## config.mk

```make
export PLATFORM = sky130hd
export DESIGN_NAME = byte_lane_arbiter_flat
export DESIGN_NICKNAME = d
export VERILOG_FILES = /design/src/rtl/byte_lane_arbiter_if.sv /design/src/rtl/byte_lane_arbiter.sv /design/src/flat_wrapper.sv
export SDC_FILE = /design/constraint.sdc
export NUM_CORES = 1
export LEC_CHECK = 0
export BUFFER_PORTS_ARGS = -buffer_cell sky130_fd_sc_hd__buf_2
export CAP_MARGIN = 30
export CORE_MARGIN = 2
export CORE_UTILIZATION = 50
export CTS_BUF_LIST = sky130_fd_sc_hd__clkbuf_16
export DETAILED_ROUTE_END_ITERATION = 10
export PLACE_DENSITY_LB_ADDON = 0.05
export RECOVER_POWER = 25
export SYNTH_ARGS = -nofsm -noshare
export SYNTH_HDL_FRONTEND = slang
export SYNTH_SLANG_ARGS = --single-unit
export TNS_END_PERCENT = 100
```

## constraint.sdc

```tcl
create_clock -name clk -period 3.7 [get_ports clk]
set_clock_uncertainty 0.1 [all_clocks]
set_input_delay 0.925 -clock clk [delete_from_list [all_inputs] [get_ports clk]]
set_output_delay 0.925 -clock clk [all_outputs]
set_load 0.02 [all_outputs]
```

## src/rtl/byte_lane_arbiter_if.sv

```systemverilog
`default_nettype none
// ============================================================================
// Module   : byte_lane_arbiter_if
// Brief    : Two ingress byte streams and one egress byte stream, valid/ready.
// Revision : 1.0 - initial release
// ============================================================================
interface byte_lane_arbiter_if #(
    parameter int DATA_W = 8
);
    logic [DATA_W-1:0] in0_data;
    logic              in0_valid;
    logic              in0_ready;
    logic [DATA_W-1:0] in1_data;
    logic              in1_valid;
    logic              in1_ready;
    logic [DATA_W-1:0] out_data;
    logic              out_valid;
    logic              out_src;
    logic              out_ready;

    modport master (
        output in0_data, in0_valid, in1_data, in1_valid, out_ready,
        input  in0_ready, in1_ready, out_data, out_valid, out_src
    );

    modport slave (
        input  in0_data, in0_valid, in1_data, in1_valid, out_ready,
        output in0_ready, in1_ready, out_data, out_valid, out_src
    );
endinterface
`default_nettype wire

```

## src/rtl/byte_lane_arbiter.sv

```systemverilog
`default_nettype none
// ============================================================================
// Module   : byte_lane_arbiter
// Brief    : Round-robin arbiter sharing one registered byte path between two
//            FIFO-buffered lanes, with a per-grant burst limit.
// Revision : 1.0 - initial release
// ============================================================================
module byte_lane_arbiter #(
    parameter int DATA_W     = 8,
    parameter int FIFO_DEPTH = 4,
    parameter int MAX_BURST  = 1
) (
    input  logic               clk,
    input  logic               reset,
    input  logic [1:0]         lane_en,
    output logic               busy,
    byte_lane_arbiter_if.slave bus
);

    localparam int c_AW = $clog2(FIFO_DEPTH);
    localparam int c_CW = c_AW + 1;
    localparam logic [c_CW-1:0] c_FULL      = c_CW'(FIFO_DEPTH);
    localparam logic [3:0]      c_MAX_BURST = 4'(MAX_BURST);

    localparam logic [1:0] c_IDLE   = 2'd0;
    localparam logic [1:0] c_SERVE0 = 2'd1;
    localparam logic [1:0] c_SERVE1 = 2'd2;

    logic [DATA_W-1:0] w_in_data [2];
    logic [DATA_W-1:0] w_head    [2];
    logic [1:0]        w_in_valid;
    logic [1:0]        w_in_ready;
    logic [1:0]        w_push;
    logic [1:0]        w_pop;
    logic [1:0]        w_empty;
    logic [1:0]        w_full;
    logic [1:0]        w_elig;

    logic [1:0]        r_state;
    logic [1:0]        w_state_nxt;
    logic [3:0]        r_burst_cnt;
    logic              r_last;
    logic              w_cur;
    logic              w_grant;
    logic              w_grant_lane;
    logic              w_load_en;

    logic [DATA_W-1:0] r_out_data;
    logic              r_out_valid;
    logic              r_out_src;

    assign w_in_data[0]  = bus.in0_data;
    assign w_in_data[1]  = bus.in1_data;
    assign w_in_valid    = {bus.in1_valid, bus.in0_valid};
    assign bus.in0_ready = w_in_ready[0];
    assign bus.in1_ready = w_in_ready[1];

    for (genvar gi = 0; gi < 2; gi++) begin : g_lane
        logic [DATA_W-1:0] r_mem [FIFO_DEPTH];
        logic [c_AW-1:0]   r_wr_ptr;
        logic [c_AW-1:0]   r_rd_ptr;
        logic [c_CW-1:0]   r_count;

        // Storage is not reset; the count alone decides what is valid.
        always_ff @(posedge clk) begin
            if (w_push[gi]) begin
                r_mem[r_wr_ptr] <= w_in_data[gi];
            end
        end

        always_ff @(posedge clk or negedge reset) begin
            if (!reset) begin
                r_wr_ptr <= '0;
                r_rd_ptr <= '0;
                r_count  <= '0;
            end else begin
                if (w_push[gi]) r_wr_ptr <= r_wr_ptr + 1'b1;
                if (w_pop[gi])  r_rd_ptr <= r_rd_ptr + 1'b1;
                case ({w_push[gi], w_pop[gi]})
                    2'b10:   r_count <= r_count + 1'b1;
                    2'b01:   r_count <= r_count - 1'b1;
                    default: ;
                endcase
            end
        end

        assign w_empty[gi]    = (r_count == '0);
        assign w_full[gi]     = (r_count == c_FULL);
        assign w_head[gi]     = r_mem[r_rd_ptr];
        // Ready comes only from registered occupancy, never from out_ready.
        assign w_in_ready[gi] = reset && !w_full[gi];
        assign w_push[gi]     = w_in_valid[gi] && w_in_ready[gi];
    end

    assign w_elig    = lane_en & ~w_empty;
    assign w_load_en = !r_out_valid || bus.out_ready;
    assign w_cur     = (r_state == c_SERVE1);

    // State register, burst counter and last-served lane.
    always_ff @(posedge clk or negedge reset) begin
        if (!reset) begin
            r_state     <= c_IDLE;
            r_burst_cnt <= '0;
            r_last      <= 1'b1;
        end else begin
            r_state <= w_state_nxt;
            if (w_load_en) begin
                if (!w_grant) begin
                    r_burst_cnt <= '0;
                end else begin
                    r_last <= w_grant_lane;
                    if (r_state != c_IDLE && w_grant_lane == w_cur) begin
                        if (r_burst_cnt < c_MAX_BURST) r_burst_cnt <= r_burst_cnt + 1'b1;
                    end else begin
                        r_burst_cnt <= 4'd1;
                    end
                end
            end
        end
    end

    always_comb begin
        w_state_nxt = r_state;
        if (w_load_en) begin
            if (!w_grant)         w_state_nxt = c_IDLE;
            else if (w_grant_lane) w_state_nxt = c_SERVE1;
            else                  w_state_nxt = c_SERVE0;
        end
    end

    always_comb begin
        w_grant      = 1'b0;
        w_grant_lane = 1'b0;
        case (r_state)
            c_SERVE0, c_SERVE1: begin
                if (w_elig[w_cur] && (r_burst_cnt < c_MAX_BURST || !w_elig[~w_cur])) begin
                    w_grant      = 1'b1;
                    w_grant_lane = w_cur;
                end else if (w_elig[~w_cur]) begin
                    w_grant      = 1'b1;
                    w_grant_lane = ~w_cur;
                end
            end
            default: begin
                if (&w_elig) begin
                    w_grant      = 1'b1;
                    w_grant_lane = ~r_last;
                end else if (|w_elig) begin
                    w_grant      = 1'b1;
                    w_grant_lane = w_elig[1];
                end
            end
        endcase
        w_pop = 2'b00;
        if (w_load_en && w_grant) w_pop[w_grant_lane] = 1'b1;
    end

    always_ff @(posedge clk or negedge reset) begin
        if (!reset) begin
            r_out_valid <= 1'b0;
            r_out_data  <= '0;
            r_out_src   <= 1'b0;
        end else if (w_load_en) begin
            r_out_valid <= w_grant;
            if (w_grant) begin
                r_out_data <= w_head[w_grant_lane];
                r_out_src  <= w_grant_lane;
            end
        end
    end

    assign bus.out_data  = r_out_data;
    assign bus.out_valid = r_out_valid;
    assign bus.out_src   = r_out_src;
    assign busy          = r_out_valid || (w_empty != 2'b11);

endmodule
`default_nettype wire
```

## src/flat_wrapper.sv

```systemverilog
// flat-port wrapper written by rule: the top's interface ports become plain ports
module byte_lane_arbiter_flat 
#(
    parameter int DATA_W     = 8,
    parameter int FIFO_DEPTH = 4,
    parameter int MAX_BURST  = 1
)
  (clk, reset, lane_en, busy, bus_in0_data, bus_in0_valid, bus_in1_data, bus_in1_valid, bus_out_ready, bus_in0_ready, bus_in1_ready, bus_out_data, bus_out_valid, bus_out_src);
  byte_lane_arbiter_if #(.DATA_W(DATA_W)) bus_i ();
  input  logic clk;
  input  logic reset;
  input  logic [1:0] lane_en;
  output logic busy;
  input wire logic [$bits(bus_i.in0_data)-1:0] bus_in0_data;
  input wire logic [$bits(bus_i.in0_valid)-1:0] bus_in0_valid;
  input wire logic [$bits(bus_i.in1_data)-1:0] bus_in1_data;
  input wire logic [$bits(bus_i.in1_valid)-1:0] bus_in1_valid;
  input wire logic [$bits(bus_i.out_ready)-1:0] bus_out_ready;
  output wire logic [$bits(bus_i.in0_ready)-1:0] bus_in0_ready;
  output wire logic [$bits(bus_i.in1_ready)-1:0] bus_in1_ready;
  output wire logic [$bits(bus_i.out_data)-1:0] bus_out_data;
  output wire logic [$bits(bus_i.out_valid)-1:0] bus_out_valid;
  output wire logic [$bits(bus_i.out_src)-1:0] bus_out_src;
  assign bus_i.in0_data = bus_in0_data;
  assign bus_i.in0_valid = bus_in0_valid;
  assign bus_i.in1_data = bus_in1_data;
  assign bus_i.in1_valid = bus_in1_valid;
  assign bus_i.out_ready = bus_out_ready;
  assign bus_in0_ready = bus_i.in0_ready;
  assign bus_in1_ready = bus_i.in1_ready;
  assign bus_out_data = bus_i.out_data;
  assign bus_out_valid = bus_i.out_valid;
  assign bus_out_src = bus_i.out_src;
  byte_lane_arbiter #(.DATA_W(DATA_W), .FIFO_DEPTH(FIFO_DEPTH), .MAX_BURST(MAX_BURST)) u_core (.clk(clk), .reset(reset), .lane_en(lane_en), .busy(busy), .bus(bus_i));
endmodule
```

# Word-level counts from Yosys, hierarchy flattened

Memory sizes are Yosys's and may differ from the RTL's.
Index checks and enable logic that the tools add are counted.

Add/subtract/negate cells: 9
Order comparisons: 6
Equal/unequal tests: 11
Multiplexer cells: 31
Bitwise operators: 5
Reduce and logical (&&, ||, !) cells: 25

Operator list:

| kind                  | count |
|---|---|
| $mux W8               | 3 |
| $mux W1               | 19 |
| $mux W4               | 3 |
| $pmux W3 S2           | 2 |
| $add A2 B1 Y2 const B | 4 |
| $logic_and A1 B1 Y1   | 8 |
| $add A3 B1 Y3 const B | 2 |
| $eq A2 B1 Y1 const B  | 3 |
| $eq A2 B2 Y1 const B  | 3 |
| $eq A3 B3 Y1 const B  | 2 |
| $logic_not A3 Y1      | 2 |
| $lt A1 B2 Y1 const B  | 3 |
| $mux W2               | 3 |
| $reduce_and A2 Y1     | 3 |
| $reduce_bool A2 Y1    | 3 |
| $sub A3 B1 Y3 const B | 2 |
| $add A4 B1 Y4 const B | 1 |
| $logic_not A1 Y1      | 4 |
| $lt A4 B1 Y1 const B  | 1 |
| $reduce_or A2 Y1      | 2 |
| $logic_or A1 B1 Y1    | 3 |
| $ne A3 B3 Y1 const B  | 1 |
| $and A2 B2 Y2         | 1 |
| $ge A2 B2 Y1 const B  | 1 |
| other kinds (7)       | 8 |

Bits in registers: 31
Bits in writable memories: 64
Bits of input ports: 23
Output and inout port bits: 13
Logic and storage cells: 101
Memories: 2

Memory list:

| name                   | depth | width | rd ports | clocked after Yosys merged registers in | wr ports | line                    | source |
|---|---|---|---|---|---|---|---|
| u_core.g_lane[0].r_mem | 4     | 8     | 1        | 0                                       | 1        | byte_lane_arbiter.sv:59 | `logic [DATA_W-1:0] r_mem [FIFO_DEPTH];` |
| u_core.g_lane[1].r_mem | 4     | 8     | 1        | 0                                       | 1        | byte_lane_arbiter.sv:59 |  |

# Depth between registers and ports, before layout

Gate-level depths: netlist (run 1).

Word-level depth: 17
Gate-level depth with buffers: 13
Depth with buffers taken out: 12

# Least setup slack after synthesis (run 1)

OpenSTA, ideal clock, no wires.

Kind: input-to-reg
Start: in reset
End: reg u_core.g_lane[0].r_count[2]
Setup time: 0.125 ns
Data arrival time: 2.546 ns
Data required time: 3.475 ns
Setup slack: 0.928 ns
Stages on the path: 10
Buffers on the path: 0
Path through: inv_1 a31oi_1 and2_1 inv_1 ha_1 inv_1 fa_1 xor2_1 nor2_1 xor2_1

Word-level cells in the longest chain between the ends: 4
Elaborated cells on any way between the ends: 6
Those cells by class: eq/ne (2); mux (1); reduce/logical (3)

RTL lines:

| what                                                     | line                    | source |
|---|---|---|
| from (decl)                                              | flat_wrapper.sv:11      | `input logic reset;` |
| $logic_and A1 B1 Y1 *                                    | byte_lane_arbiter.sv:91 | `assign w_in_ready[gi] = reset && !w_full[gi];` |
| via bus_in0_ready                                        | flat_wrapper.sv:19      | `output wire logic [$bits(bus_i.in0_ready)-1:0] bus_in0_ready;` |
| $logic_and A1 B1 Y1 *                                    | byte_lane_arbiter.sv:92 | `assign w_push[gi] = w_in_valid[gi] && w_in_ready[gi];` |
| $eq A2 B1 Y1 / $eq A2 B2 Y1 (equally long branches)      | byte_lane_arbiter.sv:79 | `case ({w_push[gi], w_pop[gi]})` |
| $pmux W3 S2 / $reduce_bool A2 Y1 (equally long branches) | --                      |  |
| to (signal assigned)                                     | byte_lane_arbiter.sv:80 | `2'b10: r_count <= r_count + 1'b1;` |
| to (signal assigned)                                     | byte_lane_arbiter.sv:81 | `2'b01: r_count <= r_count - 1'b1;` |
| to (decl)                                                | byte_lane_arbiter.sv:62 | `logic [c_CW-1:0] r_count;` |

Mark *: on every way through the listed nets, which the timed path passes. The rest lies on a longest branch.
A chain may end at the register's enable or synchronous reset.

# Worst setup path after layout (run 1)

Start: reg u_core.r_burst_cnt[0]
End: reg u_core.g_lane[0].r_count[2]

Word-level cells in the longest chain between the ends: 12
Elaborated cells on any way between the ends: 18
Those cells by class: order compare (3); eq/ne (2); mux (8); reduce/logical (5)

RTL lines:

| what                                                                      | line                     | source |
|---|---|---|
| from (decl)                                                               | byte_lane_arbiter.sv:41  | `logic [3:0] r_burst_cnt;` |
| from (signal assigned)                                                    | byte_lane_arbiter.sv:113 | `if (r_burst_cnt < c_MAX_BURST) r_burst_cnt <= r_burst_cnt + 1'b1;` |
| $lt A4 B1 Y1 *                                                            | byte_lane_arbiter.sv:136 | `if (w_elig[w_cur] && (r_burst_cnt < c_MAX_BURST \|\| !w_elig[~w_cur])) begin` |
| $logic_or A1 B1 Y1 *                                                      | byte_lane_arbiter.sv:136 |  |
| $logic_and A1 B1 Y1 *                                                     | byte_lane_arbiter.sv:136 |  |
| $mux W1                                                                   | byte_lane_arbiter.sv:136 |  |
| $mux W1                                                                   | byte_lane_arbiter.sv:134 | `case (r_state)` |
| $lt A1 B2 Y1 (not written as such) / $ge A1 B1 Y1 (equally long branches) | byte_lane_arbiter.sv:155 | `if (w_load_en && w_grant) w_pop[w_grant_lane] = 1'b1;` |
| $logic_and A1 B1 Y1 (not written as such)                                 | byte_lane_arbiter.sv:155 |  |
| $mux W1 (not written as such)                                             | byte_lane_arbiter.sv:155 |  |
| $demux W1 S1                                                              | --                       |  |
| $mux W2 *                                                                 | byte_lane_arbiter.sv:155 |  |
| $eq A2 B1 Y1 / $eq A2 B2 Y1 (equally long branches)                       | byte_lane_arbiter.sv:79  |  |
| $pmux W3 S2 / $reduce_bool A2 Y1 (equally long branches)                  | --                       |  |

Every way passes the cells marked *; elsewhere a longest branch is shown, timed or not.

==> impl_metrics.json, run 1 <==
{
  "cp-end-kind": "flop",
  "worstHoldEndpoint": "u_core.r_state[0]",
  "hold_class": "reg2reg",
  "rsz0062_at_grt": "false",
  "grt_pass1_wl_mm": 10.90,
  "cts.sinks": 95,
  "hold_viol_final": 0,
  "p_leak_nw": 1.782,
  "synth_most_common_cell": "edfxtp_1",
  "fillers": 619,
  "grt_max_degree": 32,
  "synth_common_cells": "64 x edfxtp_1, 30 x dfrtp_1, 25 x nand2_1, 19 x inv_1, 16 x mux4_2",
  "p_total_mw": 3.642,
  "ys_seq_area_share_pct": 67.32,
  "die-width_um": 93.54,
  "fin_crit_ps": 3094,
  "antennaDiodeCount": 0,
  "clk_pin_slew_ps": 60,
  "crit_arrival_ps": 3250,
  "drc": 0,
  "maxCapViolCount": 0,
  "p_per_area_nw_per_um2": 792.9,
  "synth_area_um2": 4009,
  "clk_path_buf_depth": 2,
  "vdd_drop_max_v": 0.0002918,
  "grt_use_total_pct": 17.05,
  "io_pins": 36,
  "crit_type": "reg2reg",
  "cts_hold_buf": 0,
  "place.gp.congestion": 0.7621,
  "row_count": 32,
  "r2r_start": "u_core.r_burst_cnt[0]",
  "post_route_cells_drive_above_1_share_pct": 20.67,
  "ant_nets": 0,
  "hpwl_mm": 4.809,
  "cts_resized": 0,
  "synth_edf_count": 64,
  "yosys.area.top_type": "edfxtp_1",
  "synth_cell_type_count": 40,
  "syn_nets": 294,
  "die_y_um": 93.54,
  "via_per_inst": 5.249,
  "worstPathRequired_ps": 3860,
  "min_period_over_period_pct": 83.63,
  "syn-mean-instance-area_um2": 15.72,
  "outcome": "completed",
  "hold_depth": 1,
  "cts_made_buffers": 9,
  "synth_top_area_share_pct": 47.94,
  "syn_to_final_growth_pct": 14.58,
  "critPathMaxFanout": 14,
  "setup_violations": 0,
  "fmax_ghz": 0.3232,
  "rrSetupSlack_ps": 610,
  "r2r_end": "u_core.g_lane[0].r_count[2]",
  "postCtsSetupBuffers": 0,
  "start_util_pct": 51.61,
  "core_area_um2": 7767,
  "cts_root_buf": "clkbuf_16",
  "async_reset_ff_share_pct": 32.63,
  "ys_ff_latch": 95,
  "worst_slew_pin_slew_ps": 689.1,
  "relSlewSlack_pct": 53.67,
  "reg2reg_depth": 12,
  "grt_overflow": 0,
  "dieArea_um2": 8750,
  "maxSlewViolCount": 0,
  "startpoint_type": "flop",
  "vias": 2110,
  "first_pass_iters": 4,
  "setup_tns_ps": 0,
  "min-delay-start": "u_core.r_state[0]",
  "drt_iter0_drc": 101,
  "synthTopCellsByArea": "edfxtp_1 48%, dfrtp_1 19%, mux4_2 9.0%",
  "portBuffers": 35,
  "yosys_warnings": 0,
  "postSynthCellCount": 255,
  "grt_pass1_vias": 2072,
  "h-tree-depth": 3,
  "wl_per_cell_um": 16.94,
  "antenna_found_initial": 0,
  "cts_tree": "yes",
  "layout.nets": 335,
  "yosys_most_used_dff": "edfxtp_1",
  "routed_wirelength_mm": 6.809,
  "clock_latency_ps": 330
}
-- worst max-delay path by stage --
stage,startpoint,end,slack (ps),cells after the start
6_report,u_core.r_burst_cnt[0],u_core.g_lane[0].r_count[2],610,12
3_5_place_dp,u_core.r_burst_cnt[0],u_core.g_lane[0].r_count[2],590,12
4_1_cts,u_core.r_burst_cnt[0],u_core.g_lane[0].r_count[2],570,12
5_1_grt,u_core.r_burst_cnt[0],u_core.g_lane[0].r_count[2],320,12
3_3_place_gp,lane_en[1],u_core.g_lane[0].r_count[2],670,9
2_1_floorplan,reset,u_core.g_lane[0].r_count[2],930,10
-- layout make-up --
class,instances,area [µm²],share of cell area (%)
Clock inverter,6,93.84,2.043
Multi-Input combinational cell,134,1204,26.21
Sequential cell,95,2699,58.76
Inverter,19,71.32,1.553
Clock buffer,9,225.2,4.903
Timing Repair Buffer,37,172.7,3.759
Tap cell,102,127.6,2.779
-- power by group --
| group | leakage (nW) | switching [mW] | internal (mW) |
|---|---|---|---|
| clock | 0.152 | 0.376 | 0.592 |
| sequential | 0.955 | 0.232 | 1.38 |
| combinational | 0.675 | 0.569 | 0.493 |
-- through the flow --
stage | utilization [%] | instances | hold WS (ps) | area, µm² | setup slack [ps]
floorplan | - | 255 | 349.6 | 4009 | 928.3
global placement | 55.25 | 387 | 364.5 | 4292 | 669.7
detailed placement | 55.25 | 387 | 374.3 | 4292 | 586.9
CTS | 59.36 | 402 | 388.8 | 4611 | 570.5
global route | 59.13 | 402 | 415.6 | 4593 | 317.0
finish | 59.13 | 402 | 391.2 | 4593 | 605.8
-- critical path, stage by stage, from the launching register on --
cell     delay, ps
dfrtp_1        420
inv_1           80
ha_1           150
nor3b_4        310
mux2i_1        170
nor2_1         160
o21a_1         470
ha_1           270
inv_1           70
fa_1           430
xor2_1         150
nor2_1         110
xor2_1         140
-- cells in the final DEF, fill, tap and decap left out, drive strengths merged, types with 2 or more instances in the layout --
master,Yosys,final
a21o,2,2
a21oi,6,6
a22oi,8,8
a31oi,2,2
and2,2,2
and3,8,8
buf,4,23
bufinv,0,2
clkbuf,3,23
clkinv,0,2
dfrtp,30,30
edfxtp,64,64
fa,2,2
ha,14,14
inv,19,20
mux4,16,16
nand2,25,25
nand2b,2,2
nand3,3,3
nor2,10,10
o21ai,6,6
o31ai,3,3
xnor2,7,7
xor2,6,6
-- kinds of logic (layout without fill, tap and decap cells) --
kind of cell / after synthesis / count (layout) / share of synthesized area [%]
AOI/OAI and AO/OA: 33 / 33 / 5.868
and+or+nand+nor: 55 / 55 / 6.711
DFF: 95 / 95 / 67.32
xor gates and xnor gates: 13 / 13 / 2.840
adders and majority gates: 16 / 16 / 5.368
muxes: 17 / 17 / 9.239
buffers and inverters: 26 / 71 / 2.653
-- state kept, by name, summed over array words and instances, names as in the netlist --
name                    count
u_core.r_burst_cnt          4
u_core.g_lane.r_count       6
u_core.g_lane.r_mem        64
u_core.g_lane.r_rd_ptr      4
u_core.r_state              2
u_core.r_last               1
u_core.bus.out_valid        1
u_core.bus.out_data         8
u_core.g_lane.r_wr_ptr      4
u_core.bus.out_src          1
-- layer usage --
metal  track usage (%)  part of all wire (%)  vias up
met5                 0                     0        -
met4             5.435                  0.56        0
met3             4.351                   3.3        2
met2             25.54                    48       34
met1             24.85                    48     1052
li1                  -                     -     1022
(Power assumes the default switching activity.)
==> inputs of run 2 (changes only) <==
- ABC_AREA: not set -> 1
- clock period: 3.7 -> 2.55 ns (I/O delays scaled with it)
==> impl_metrics.json, run 2 <==
{
  "outcome": "completed",
  "layout.nets": 453,
  "hold_class": "in2async",
  "synth_area_um2": 4070,
  "maxSlewViolCount": 0,
  "vias": 2638,
  "relSlewSlack_pct": 65.40,
  "fin_ws_ps": 218.2,
  "setup_tns_ps": 0,
  "hold_viol_final": 0,
  "postSynthCellCount": 355,
  "antenna_found_initial": 0,
  "grt_use_total_pct": 18.90,
  "synth_cell_type_count": 24,
  "worstPathRequired_ps": 2670,
  "core_area_um2": 7807,
  "cts_root_buf": "clkbuf_16",
  "post_route_cells_drive_above_1_share_pct": 22.67,
  "fin_crit_ps": 2332,
  "p_per_area_nw_per_um2": 1144,
  "mostFrequentLayoutCells": "64 x edfxtp_1, 49 x nor2_1, 45 x nand2_1",
  "portBuffers": 35,
  "yosys_warnings": 0,
  "cp_cell_sequence": "inv_2 > ha_4 > nor2_2 > nor2_2 > nand2_2 > nand2_2 > nand2_1 > inv_2 > ha_1 > inv_1 > fa_2 > a21oi_2 > o21ai_1 > xor2_1",
  "hpwl_mm": 5.231,
  "die-width_um": 94.23,
  "p_leak_nw": 1.953,
  "final_common_cell": "edfxtp_1",
  "place_area_um2": 4478,
  "fillers": 642,
  "grt_pass1_wl_mm": 12.63,
  "fmax_ghz": 0.4288,
  "io_pins": 36,
  "drc": 0,
  "antennaDiodeCount": 0,
  "row_count": 32,
  "async_reset_ff_share_pct": 32.63,
  "regMostFlops": "u_core.g_lane.r_mem",
  "synthTopCellsByArea": "edfxtp_1 47%, dfrtp_1 18%, o21ai_0 4.7%",
  "syn-mean-instance-area_um2": 11.47,
  "h-tree-depth": 3,
  "ys_ff_latch": 95,
  "wl_per_cell_um": 14.61,
  "place.gp.congestion": 0.7649,
  "grt_pass1_vias": 2606,
  "grt_overflow": 0,
  "syn_to_final_growth_pct": 17.83,
  "finalInstanceArea_um2": 4796,
  "synth_edf_count": 64,
  "first_pass_iters": 4,
  "cpPeakStageDelay_ps": 410,
  "r2r_end": "u_core.g_lane[0].r_count[2]",
  "drt_iter0_drc": 128,
  "clk_path_buf_depth": 2,
  "dieArea_um2": 8878,
  "startpoint_type": "flop",
  "r2r_start": "u_core.r_state[1]",
  "cts_made_buffers": 9,
  "seq_area_um2": 2699,
  "slowest_stage": "dfrtp_1",
  "maxCapViolCount": 0,
  "min_period_over_period_pct": 91.44,
  "grt_max_degree": 32,
  "clock_latency_ps": 340,
  "cts_hold_buf": 0,
  "crit_arrival_ps": 2450,
  "rsz0062_at_grt": "false",
  "worst_slew_pin_slew_ps": 518.4,
  "crit_type": "reg2reg",
  "reg2reg_depth": 14,
  "synth_most_common_cell": "edfxtp_1",
  "critPathMaxFanout": 3,
  "via_per_inst": 5.063,
  "rrSetupSlack_ps": 220,
  "cp-end-kind": "flop",
  "ant_nets": 0,
  "syn_nets": 394,
  "holdWs_ps": 230.3,
  "yosys_most_used_dff": "edfxtp_1",
  "die_y_um": 94.23,
  "final_util_pct": 61.43,
  "synth_top_area_share_pct": 47.22,
  "place_ws_ps": 45.15,
  "clk_pin_slew_ps": 70,
  "ys_seq_area_share_pct": 66.31,
  "setup_violations": 0,
  "routed_wirelength_mm": 7.611,
  "vdd_drop_max_v": 0.0005044,
  "cts_tree": "yes",
  "multiInputGateArea_um2": 1226,
  "synth_common_cells": "64 x edfxtp_1, 50 x nor2_1, 45 x nand2_1, 38 x o21ai_0, 30 x dfrtp_1",
  "cts.sinks": 95,
  "largest_register_ffs": 64,
  "start_util_pct": 52.13,
  "yosys.area.top_type": "edfxtp_1"
}
run 2: cell count changes after synthesis, moves of 10 or more:
| cell | previous run | this run |
|---|---|---|
| inv_1 | 19 | 29 |
| inv_2 | 0 | 12 |
| mux4_2 | 16 | 0 |
| nand2_1 | 25 | 45 |
| nor2_1 | 9 | 50 |
| o21ai_0 | 6 | 38 |
| o22ai_1 | 0 | 16 |
run 2: critical path: cells and delay by family, from the launching register on:
kind | cells | cell delay [ps]
simple gates | 5 | 380
buf+inv | 3 | 220
xor+xnor | 1 | 140
fa+ha+maj | 3 | 760
flops | 1 | 410
compound gates | 2 | 220
run 2: logic make-up after synthesis:
group	Yosys count	share of synthesized area, %
simple gates	125	13.68
flops	95	66.31
compound gates	61	8.054
buf+inv	48	4.519
fa+ha+maj	16	5.288
xor+xnor	10	2.152
run 2: per-layer routing:
| metal | global-route usage, % | part of all wire (%) |
|---|---|---|
| met5 | 0 | 0 |
| met4 | 7.246 | 1.9 |
| met3 | 3.130 | 3.1 |
| met2 | 30.24 | 47 |
| met1 | 26.06 | 48 |
run 2: worst max path at each step:
| stage | from | endpoint | slack (ps) |
|---|---|---|---|
| 2_1_floorplan | u_core.r_state[0] | u_core.g_lane[0].r_count[2] | 140 |
| 3_3_place_gp | lane_en[0] | u_core.g_lane[0].r_count[2] | 130 |
| 3_5_place_dp | lane_en[0] | u_core.g_lane[0].r_count[2] | 50 |
| 4_1_cts | u_core.r_state[0] | u_core.g_lane[0].r_count[2] | 50 |
| 5_1_grt | u_core.r_state[1] | u_core.g_lane[0].r_count[2] | 20 |
| 6_report | u_core.r_state[1] | u_core.g_lane[0].r_count[2] | 220 |
run 2: through the flow:
stage,cells,total power [mW]
after global placement,503,4.130
after floorplan,355,3.573
after global routing,521,5.913
after detailed placement,503,4.180
final,521,5.484
after CTS,519,5.435
run 2: power by group:
| part | switching [mW] | internal, mW | total, mW |
|---|---|---|---|
| sequential | 0.221 | 2.00 | 2.23 |
| clock | 0.575 | 0.672 | 1.25 |
| combinational | 1.26 | 0.753 | 2.01 |
run 2: layout make-up:
class | instances | share of cell area, %
clock inverters | 7 | 1.174
multi-input cells | 212 | 25.57
clock buffers | 9 | 4.696
repair buffers | 55 | 6.418
inverters | 41 | 3.209
well taps | 102 | 2.661
flip-flops and latches | 95 | 56.27
run 2: timing repair:
item / in CTS / in global routing
setup endpoints to repair: 0 / 2
buffers inserted: 0 / 2
resized for setup: 0 / 12
==> inputs of run 3 (changes only) <==
- MAX_ROUTING_LAYER: not set -> met4
==> impl_metrics.json, run 3 (same netlist as run 2, synthesis figures left out) <==
{
  "critPathMaxFanout": 3,
  "grt_pass1_vias": 2604,
  "cp-end-kind": "flop",
  "crit_end": "u_core.g_lane[0].r_count[2]",
  "multiInputGateArea_um2": 1226,
  "cts_tree": "yes",
  "core_area_um2": 7807,
  "grt_use_total_pct": 19.46,
  "fin_crit_ps": 2341,
  "final_common_cell": "edfxtp_1",
  "crit_type": "reg2reg",
  "p_leak_nw": 1.953,
  "die_y_um": 94.23,
  "dp.cells": 503,
  "clk_path_buf_depth": 2,
  "hold_viol_final": 0,
  "path_buf_inv": 3,
  "antenna_found_initial": 0,
  "r2r_end": "u_core.g_lane[0].r_count[2]",
  "seq_area_um2": 2699,
  "setup.worst_path.start": "u_core.r_state[1]",
  "grt_overflow": 0,
  "antennaDiodeCount": 0,
  "worst_slew_pin_slew_ps": 518.8,
  "die-width_um": 94.23,
  "cp_cell_sequence": "inv_2 > ha_4 > nor2_2 > nor2_2 > nand2_2 > nand2_2 > nand2_1 > inv_2 > ha_1 > inv_1 > fa_2 > a21oi_2 > o21ai_1 > xor2_1",
  "slowest_stage": "dfrtp_1",
  "rrSetupSlack_ps": 210,
  "outcome": "completed",
  "h-tree-depth": 3,
  "hpwl_mm": 5.231,
  "io_pins": 36,
  "crit_arrival_ps": 2460,
  "vias": 2654,
  "fin_cells": 521,
  "grt_max_degree": 32,
  "post_route_cells_drive_above_1_share_pct": 22.67,
  "cts_made_buffers": 9,
  "dieArea_um2": 8878,
  "regMostFlops": "u_core.g_lane.r_mem",
  "place_area_um2": 4478,
  "layout.nets": 453,
  "rsz0062_at_grt": "false",
  "maxSlewViolCount": 0,
  "largest_register_ffs": 64,
  "clock_latency_ps": 330,
  "ant_nets": 0,
  "cts.sinks": 95,
  "clk_pin_slew_ps": 70,
  "fillers": 642,
  "row_count": 32,
  "p_total_mw": 5.482,
  "finalInstanceArea_um2": 4796,
  "setup_violations": 0,
  "routed_wirelength_mm": 7.600,
  "mostFrequentLayoutCells": "64 x edfxtp_1, 49 x nor2_1, 45 x nand2_1",
  "path_delay_family": "adder cells",
  "setup_tns_ps": 0,
  "cpPeakStageDelay_ps": 410,
  "wl_per_cell_um": 14.59,
  "grt_pass1_wl_mm": 12.65,
  "place.gp.congestion": 0.7751,
  "startpoint_type": "flop",
  "reg2reg_depth": 14,
  "fmax_ghz": 0.4272,
  "worstPathRequired_ps": 2670,
  "path_depth": 14,
  "hold_class": "in2async",
  "drt_iter0_drc": 141,
  "via_per_inst": 5.094,
  "start_util_pct": 52.13,
  "relSlewSlack_pct": 65.37,
  "first_pass_iters": 4,
  "cts_hold_buf": 0,
  "maxCapViolCount": 0,
  "portBuffers": 35,
  "drc": 0,
  "cts_root_buf": "clkbuf_16",
  "r2r_start": "u_core.r_state[1]",
  "vdd_drop_max_v": 0.0005040,
  "syn_to_final_growth_pct": 17.83,
  "p_per_area_nw_per_um2": 1143,
  "min_period_over_period_pct": 91.79
}
-- run 3: worst min-delay path by stage --
stage                  startpoint                      endpoint  slack [ps]
floorplan                   reset        u_core.bus.out_data[0]         240
global placement    u_core.r_last                 u_core.r_last         360
detailed placement  u_core.r_last                 u_core.r_last         360
CTS                         reset         u_core.r_burst_cnt[3]         240
global route                reset  u_core.g_lane[1].r_wr_ptr[0]         270
finish                      reset   u_core.g_lane[1].r_count[1]         230
-- run 3: power by group --
part	switching [mW]	leakage [nW]	internal [mW]
clock network	0.574	0.136	0.672
registers	0.221	0.951	2.00
logic	1.26	0.867	0.753
total	2.05	1.95	3.43
-- run 3: layer usage --
metal / wire (µm) / GRT usage [%] / vias to the layer above
met5: 0 / - / -
met4: 136 / 7.246 / 0
met3: 260 / 3.130 / 14
met2: 3616 / 30.24 / 61
met1: 3586 / 26.16 / 1261
li1: - / - / 1318
-- run 3: final cells by class --
class / count / share of cell area, %
sequential: 95 / 56.27
multi-input combinational: 212 / 25.57
tap: 102 / 2.661
clock buffer: 9 / 4.696
inverter: 41 / 3.209
timing repair buffer: 55 / 6.418
clock inverter: 7 / 1.174
-- run 3: timing repair --
item | in CTS | in global routing
setup endpoints to repair | 0 | 2
endpoints found under the hold margin | 0 | 0
setup buffers | 0 | 2
resized for setup | 0 | 12
-- run 3: metrics by stage --
step / utilization (%) / worst slack (ps) / hold WS (ps)
after detailed placement: 57.36 / 45.15 / 357.6
after CTS: 60.96 / 49.81 / 239.9
after global routing: 61.43 / 20.99 / 270.0
final: 61.43 / 209.4 / 229.2
after global placement: 57.36 / 134.9 / 358.2
after floorplan: - / 140.9 / 241.9
